[config.mk]
export PLATFORM = sky130hd
export DESIGN_NAME = ss_mux_driver
export DESIGN_NICKNAME = d
export VERILOG_FILES = /design/src/rtl/ss_pkg.sv /design/src/rtl/ss_glyph_decoder.sv /design/src/rtl/ss_mux_driver.sv
export SDC_FILE = /design/constraint.sdc
export NUM_CORES = 1
export LEC_CHECK = 0
export ABC_AREA = 1
export CAP_MARGIN = 20
export CORE_MARGIN = 3
export CORE_UTILIZATION = 54
export CTS_CLUSTER_DIAMETER = 60
export DETAILED_ROUTE_END_ITERATION = 16
export PLACE_DENSITY = 0.8
export SYNTH_ARGS = -nofsm -noshare
export SYNTH_HDL_FRONTEND = slang
export SYNTH_SLANG_ARGS = --single-unit
[constraint.sdc]
create_clock -name Clk -period 3.7 [get_ports Clk]
set_input_delay 0.74 -clock Clk [delete_from_list [all_inputs] [get_ports Clk]]
set_output_delay 0.74 -clock Clk [all_outputs]
set_load 0.1 [all_outputs]
[src/rtl/ss_pkg.sv]
// Shared constants for the multiplexed seven-segment driver: segment bit positions,
// hex glyph ROM (active-high a..g) and the all-off output pattern.
package ss_pkg;

    localparam int SEG_A  = 0;
    localparam int SEG_B  = 1;
    localparam int SEG_C  = 2;
    localparam int SEG_D  = 3;
    localparam int SEG_E  = 4;
    localparam int SEG_F  = 5;
    localparam int SEG_G  = 6;
    localparam int SEG_DP = 7;

    localparam logic [7:0] ss_dark = 8'hFF;

    // Bit order {g,f,e,d,c,b,a}; 0xA-0xF render as A, b, C, d, E, F.
    localparam logic [6:0] GLYPHS [16] = '{
        7'h3F, 7'h06, 7'h5B, 7'h4F,
        7'h66, 7'h6D, 7'h7D, 7'h07,
        7'h7F, 7'h6F, 7'h77, 7'h7C,
        7'h39, 7'h5E, 7'h79, 7'h71
    };

    // Pack active-high segments plus DP into the active-low pin pattern.
    function automatic logic [7:0] seg_drive(input logic [6:0] segs, input logic dp);
        logic [7:0] on;
        on              = 8'h00;
        on[SEG_G:SEG_A] = segs;
        on[SEG_DP]      = dp;
        return ~on;
    endfunction

endpackage

[src/rtl/ss_glyph_decoder.sv]
// Hex code to active-high a..g segment pattern; purely combinational, no state.
module ss_glyph_decoder
    import ss_pkg::*;
(
    input  logic [3:0] code,
    output logic [6:0] segments
);

    assign segments = GLYPHS[code];

endmodule

[src/rtl/ss_mux_driver.sv]
// Time-multiplexed N-digit common-anode seven-segment driver with PWM dimming,
// anti-ghost blank interval and leading-zero suppression; all outputs registered.
module ss_mux_driver
    import ss_pkg::*;
#(
    parameter int NUM_DIGITS   = 8,
    parameter int CLK_HZ       = 100_000_000,
    parameter int SCAN_HZ      = 200_000,
    parameter int PWM_BITS     = 8,
    parameter int BLANK_CYCLES = 16
) (
    input  logic                    Clk,
    input  logic                    Reset,
    input  logic                    Enable,
    input  logic [4*NUM_DIGITS-1:0] Bcd,
    input  logic [NUM_DIGITS-1:0]   Dp,
    input  logic [PWM_BITS-1:0]     Duty,
    input  logic                    BlankLeading,
    output logic [NUM_DIGITS-1:0]   SegmentDrivers,
    output logic [7:0]              SevenSegment,
    output logic                    FrameStart
);

    localparam int DIV = CLK_HZ / SCAN_HZ;
    localparam int PW  = (DIV > 1) ? $clog2(DIV) : 1;
    localparam int DW  = (NUM_DIGITS > 1) ? $clog2(NUM_DIGITS) : 1;

    localparam logic [PW-1:0] P_LAST  = PW'(DIV - 1);
    localparam logic [PW-1:0] P_BLANK = PW'(BLANK_CYCLES);
    localparam logic [DW-1:0] D_LAST  = DW'(NUM_DIGITS - 1);

    if (DIV <= BLANK_CYCLES) begin : g_div_check
        $error("ss_mux_driver: CLK_HZ/SCAN_HZ must exceed BLANK_CYCLES");
    end
    if (NUM_DIGITS < 1 || NUM_DIGITS > 16) begin : g_digit_check
        $error("ss_mux_driver: NUM_DIGITS must be 1..16");
    end

    logic [PW-1:0]           p;
    logic [DW-1:0]           d;
    logic [PWM_BITS-1:0]     w;

    logic [4*NUM_DIGITS-1:0] bcd_s;
    logic [NUM_DIGITS-1:0]   dp_s;
    logic [PWM_BITS-1:0]     duty_s;
    logic                    blank_leading_s;

    logic tick;
    logic frame_wrap;
    logic in_window;

    assign tick       = (p == P_LAST);
    assign frame_wrap = tick && (d == D_LAST);
    assign in_window  = (p >= P_BLANK);

    always_ff @(posedge Clk or posedge Reset) begin
        if (Reset) begin
            p <= '0;
            d <= '0;
            w <= '0;
        end else if (tick) begin
            p <= '0;
            w <= '0;
            d <= frame_wrap ? '0 : d + 1'b1;
        end else begin
            p <= p + 1'b1;
            if (in_window) begin
                w <= w + 1'b1;
            end
        end
    end

    // Inputs are sampled only at frame wrap so a multi-digit value never tears.
    always_ff @(posedge Clk or posedge Reset) begin
        if (Reset) begin
            bcd_s           <= '0;
            dp_s            <= '0;
            duty_s          <= '0;
            blank_leading_s <= 1'b0;
        end else if (frame_wrap) begin
            bcd_s           <= Bcd;
            dp_s            <= Dp;
            duty_s          <= Duty;
            blank_leading_s <= BlankLeading;
        end
    end

    always_ff @(posedge Clk or posedge Reset) begin
        if (Reset) begin
            FrameStart <= 1'b0;
        end else begin
            FrameStart <= frame_wrap;
        end
    end

    logic [NUM_DIGITS-1:0] blank_mask;
    logic                  upper_zero;

    // Walk down from the most significant digit; blanking stops at the first non-zero nibble.
    always_comb begin
        upper_zero = 1'b1;
        blank_mask = '0;
        for (int k = NUM_DIGITS - 1; k >= 1; k--) begin
            upper_zero    = upper_zero && (bcd_s[4*k +: 4] == 4'h0);
            blank_mask[k] = blank_leading_s && upper_zero;
        end
    end

    logic [3:0] nibble;
    logic       digit_dp;
    logic       digit_blanked;

    always_comb begin
        nibble        = 4'h0;
        digit_dp      = 1'b0;
        digit_blanked = 1'b0;
        for (int k = 0; k < NUM_DIGITS; k++) begin
            if (d == DW'(k)) begin
                nibble        = bcd_s[4*k +: 4];
                digit_dp      = dp_s[k];
                digit_blanked = blank_mask[k];
            end
        end
    end

    logic [6:0] glyph;

    ss_glyph_decoder u_glyph (
        .code     (nibble),
        .segments (glyph)
    );

    logic pwm_on;
    logic lit;

    assign pwm_on = (&duty_s) || (w < duty_s);
    assign lit    = Enable && in_window && pwm_on && (!digit_blanked || digit_dp);

    always_ff @(posedge Clk or posedge Reset) begin
        if (Reset) begin
            SegmentDrivers <= '1;
            SevenSegment   <= ss_dark;
        end else if (lit) begin
            SegmentDrivers <= ~(NUM_DIGITS'(1) << d);
            SevenSegment   <= seg_drive(digit_blanked ? 7'h00 : glyph, digit_dp);
        end else begin
            SegmentDrivers <= '1;
            SevenSegment   <= ss_dark;
        end
    end

endmodule

==> flow_summary.yaml <==
setup_path:
  crit_path_end_kind: "primary output"
  path_class: "reg -> out"
  cp_slowest_stage_delay_ns: 1.13
  startpoint: "SegmentDrivers[6]"
  reg2reg_from: "d[1]"
  critPathRequiredTime_ns: 2.96
  cp_slowest_cell: "clkdlybuf4s50_1"
  crit_buf_inv: 1
  arrival_ns: 2.02
  start_kind: "flop"
  critical_path.top_delay_family: "buffers and inverters"
  path_cells: "clkdlybuf4s50_1"
  crit_fanout: 1
place:
  placedCellCount: 732
  gp_congestion: 0.9009
  placed_cell_area_um2: 5223
  hpwl_um: 7143
  numPortBuffers: 68
hold_path:
  hold_start: "dp_s[7]"
  holdCritPathClass: "reg -> reg"
routing:
  drcViolationCount: 0
  viasPerCell: 5.047
  wl_per_cell_um: 12.94
  wirelength_um: 9681
  first_pass_iters: 4
  drtIter0Drc: 158
  ant_nets: 0
  vias: 3775
sta:
  hold_violations: 0
  rsz0062_at_grt: "false"
  drv_slew: 0
  setup_viol: 0
  min_period_over_period_pct: 74.57
  period_needed_ns: 2.759
  tightest_slew_ns: 0.9814
  timing.setup.tns_ns: 0
  slew_headroom_pct: 34.37
  max_freq_mhz: 362.4
  finClkSkew_ns: 0.01051
cts:
  cts_hold_buffers: 0
  cts_tree: "yes"
  cts_htree_levels: 3
  post_cts_buffers: 0
  clock_latency_ns: 0.36
  clock-root-buffer: "clkbuf_8"
  cts.path.max_buffers: 2
  cts_buffers: 9
  cts-resized-gates: 0
  clk_pin_slew_ns: 0.09
  cts_sinks: 86
final_layout:
  fin_cells: 748
  final_area_um2: 5408
  drive_above_1_share_pct: 8.978
  num-nets-final: 715
  syn_to_final_growth_pct: 21.37
  diodes: 0
power_and_ir_drop:
  power.density_nw_per_um2: 309.8
  ir_drop_mv: 0.1888
  p_leak_nw: 2.643
synthesis:
  ys_seq_area_share_pct: 48.75
  syn_nets: 645
  ys.warnings.count: 0
  postSynthAreaPerCell_um2: 7.803
  synth_top_cell_area_share_pct: 39.31
  synthArstFlopShare_pct: 100.0
  synth_area_leaders: "dfrtp_1, nand2_1, dfstp_2"
  synth.ff_latch_count: 86
  synth_edf_count: 0
  netlist-cell-type-count: 33
  syn_area_um2: 4456
  syn-instance-count: 571
  synth_top_area_cell: "dfrtp_1"
  synth_flop_cell: "dfrtp_1"
global_route:
  antenna_found_initial: 0
  grtUsageTotal_pct: 21.35
  grt-ovfl-total: 0
  grt_pass1_wl_um: 16620
  grt_pass1_vias: 3766
  grt_max_degree: 69
outcome:
  status: "finished clean"
flow_run:
  max_cap_viol_count: 0
floorplanning:
  fp-row-count: 32
  fp.dieH_um: 96.84
  dieArea_um2: 9377
  start_util_pct: 56.78
  die_w_um: 96.84
  ios: 69
  core_um2: 7848
-- registers in the layout (all words and copies together) (netlist names) --
name             flops
SevenSegment         8
FrameStart           1
SegmentDrivers       8
bcd_s               32
duty_s               8
p                    9
dp_s                 8
blank_leading_s      1
w                    8
d                    3
-- cell families (layout without fill, tap and decap cells) --
kind of cell	count (synthesis)	count (layout)	share of synthesized area, %
compound gates	64	64	7.526
xor+xnor	2	2	0.3932
fa+ha+maj	22	22	6.178
buf+inv	85	160	7.694
flops	86	86	48.75
simple gates	312	312	29.46
-- Yosys cell counts (10+ instances only) --
cell type and instances:
ha_1 22, dfrtp_1 70, nor3_1 10, nand2_1 220
dfstp_2 16, inv_1 67, nor2_1 28, a21oi_1 16
o21ai_0 40, nand3_1 29
-- cell usage in the layout (no fill, tap or decap), drive strengths merged, types with 5 or more instances in the layout --
cell	instances
dfstp	16
nand3	30
nor3	11
dfrtp	70
nor4	5
clkbuf	11
clkdlybuf4s50	68
a21oi	16
o21ai	43
inv	71
nand2	226
or2	6
nor2	30
ha	22
-- routing by layer --
metal  track usage [%]  vias up  part of all wire (%)
met1             26.88     1737                    44
met4             7.667        0                   1.6
met2             35.77      106                    49
li1                  -     1917                     -
met5                 0        -                     0
met3             5.191       15                   5.6
-- through the flow --
| step | worst slack (ns) | hold WS, ns | util, % | total power, mW |
|---|---|---|---|---|
| floorplan | 0.7646 | 0.4349 | - | 1.009 |
| global placement | 1.258 | 0.4542 | 66.55 | 1.078 |
| detailed placement | 1.125 | 0.4636 | 66.55 | 1.079 |
| CTS | 0.9245 | 0.4823 | 68.91 | 1.686 |
| global route | 0.7978 | 0.4970 | 68.91 | 1.729 |
| finish | 0.9410 | 0.4852 | 68.91 | 1.676 |
-- final timing paths --
path	cells after the start	endpoint	slack [ns]
worst max-delay path	1	SegmentDrivers[6]	0.94
worst min-delay path	2	dp_s[7]	0.49
worst max register to register	18	SevenSegment[0]	1.06
worst min register to register	2	dp_s[7]	0.49
max in group asynchronous	3	SegmentDrivers[2]	2.09
min in group asynchronous	2	duty_s[0]	0.82
-- worst reg2reg max path: cells and delay by family (launching register included) --
| kind | cells | cell delay, ns |
|---|---|---|
| buffers and inverters | 3 | 0.30 |
| and+or+nand+nor | 12 | 1.17 |
| DFF | 1 | 0.41 |
| AOI/OAI and AO/OA | 1 | 0.15 |
| adders and majority gates | 2 | 0.55 |
-- area by class of cell --
| cell class | instances | area [µm²] |
|---|---|---|
| Clock buffer | 11 | 151.4 |
| Sequential cell | 86 | 2172 |
| Multi-Input combinational cell | 400 | 1941 |
| Timing Repair Buffer | 72 | 710.7 |
| Fill cell | 662 | 2440 |
| Clock inverter | 5 | 33.78 |
| Tap cell | 102 | 127.6 |
| Inverter | 72 | 271.5 |
-- where the power goes --
group          total [mW]  switching, mW  internal (mW)
Combinational       0.113         0.0575         0.0558
Clock               0.616          0.337          0.279
Sequential          0.946       0.000754          0.946
Total                1.68          0.395           1.28
(Power assumes the default switching activity.)
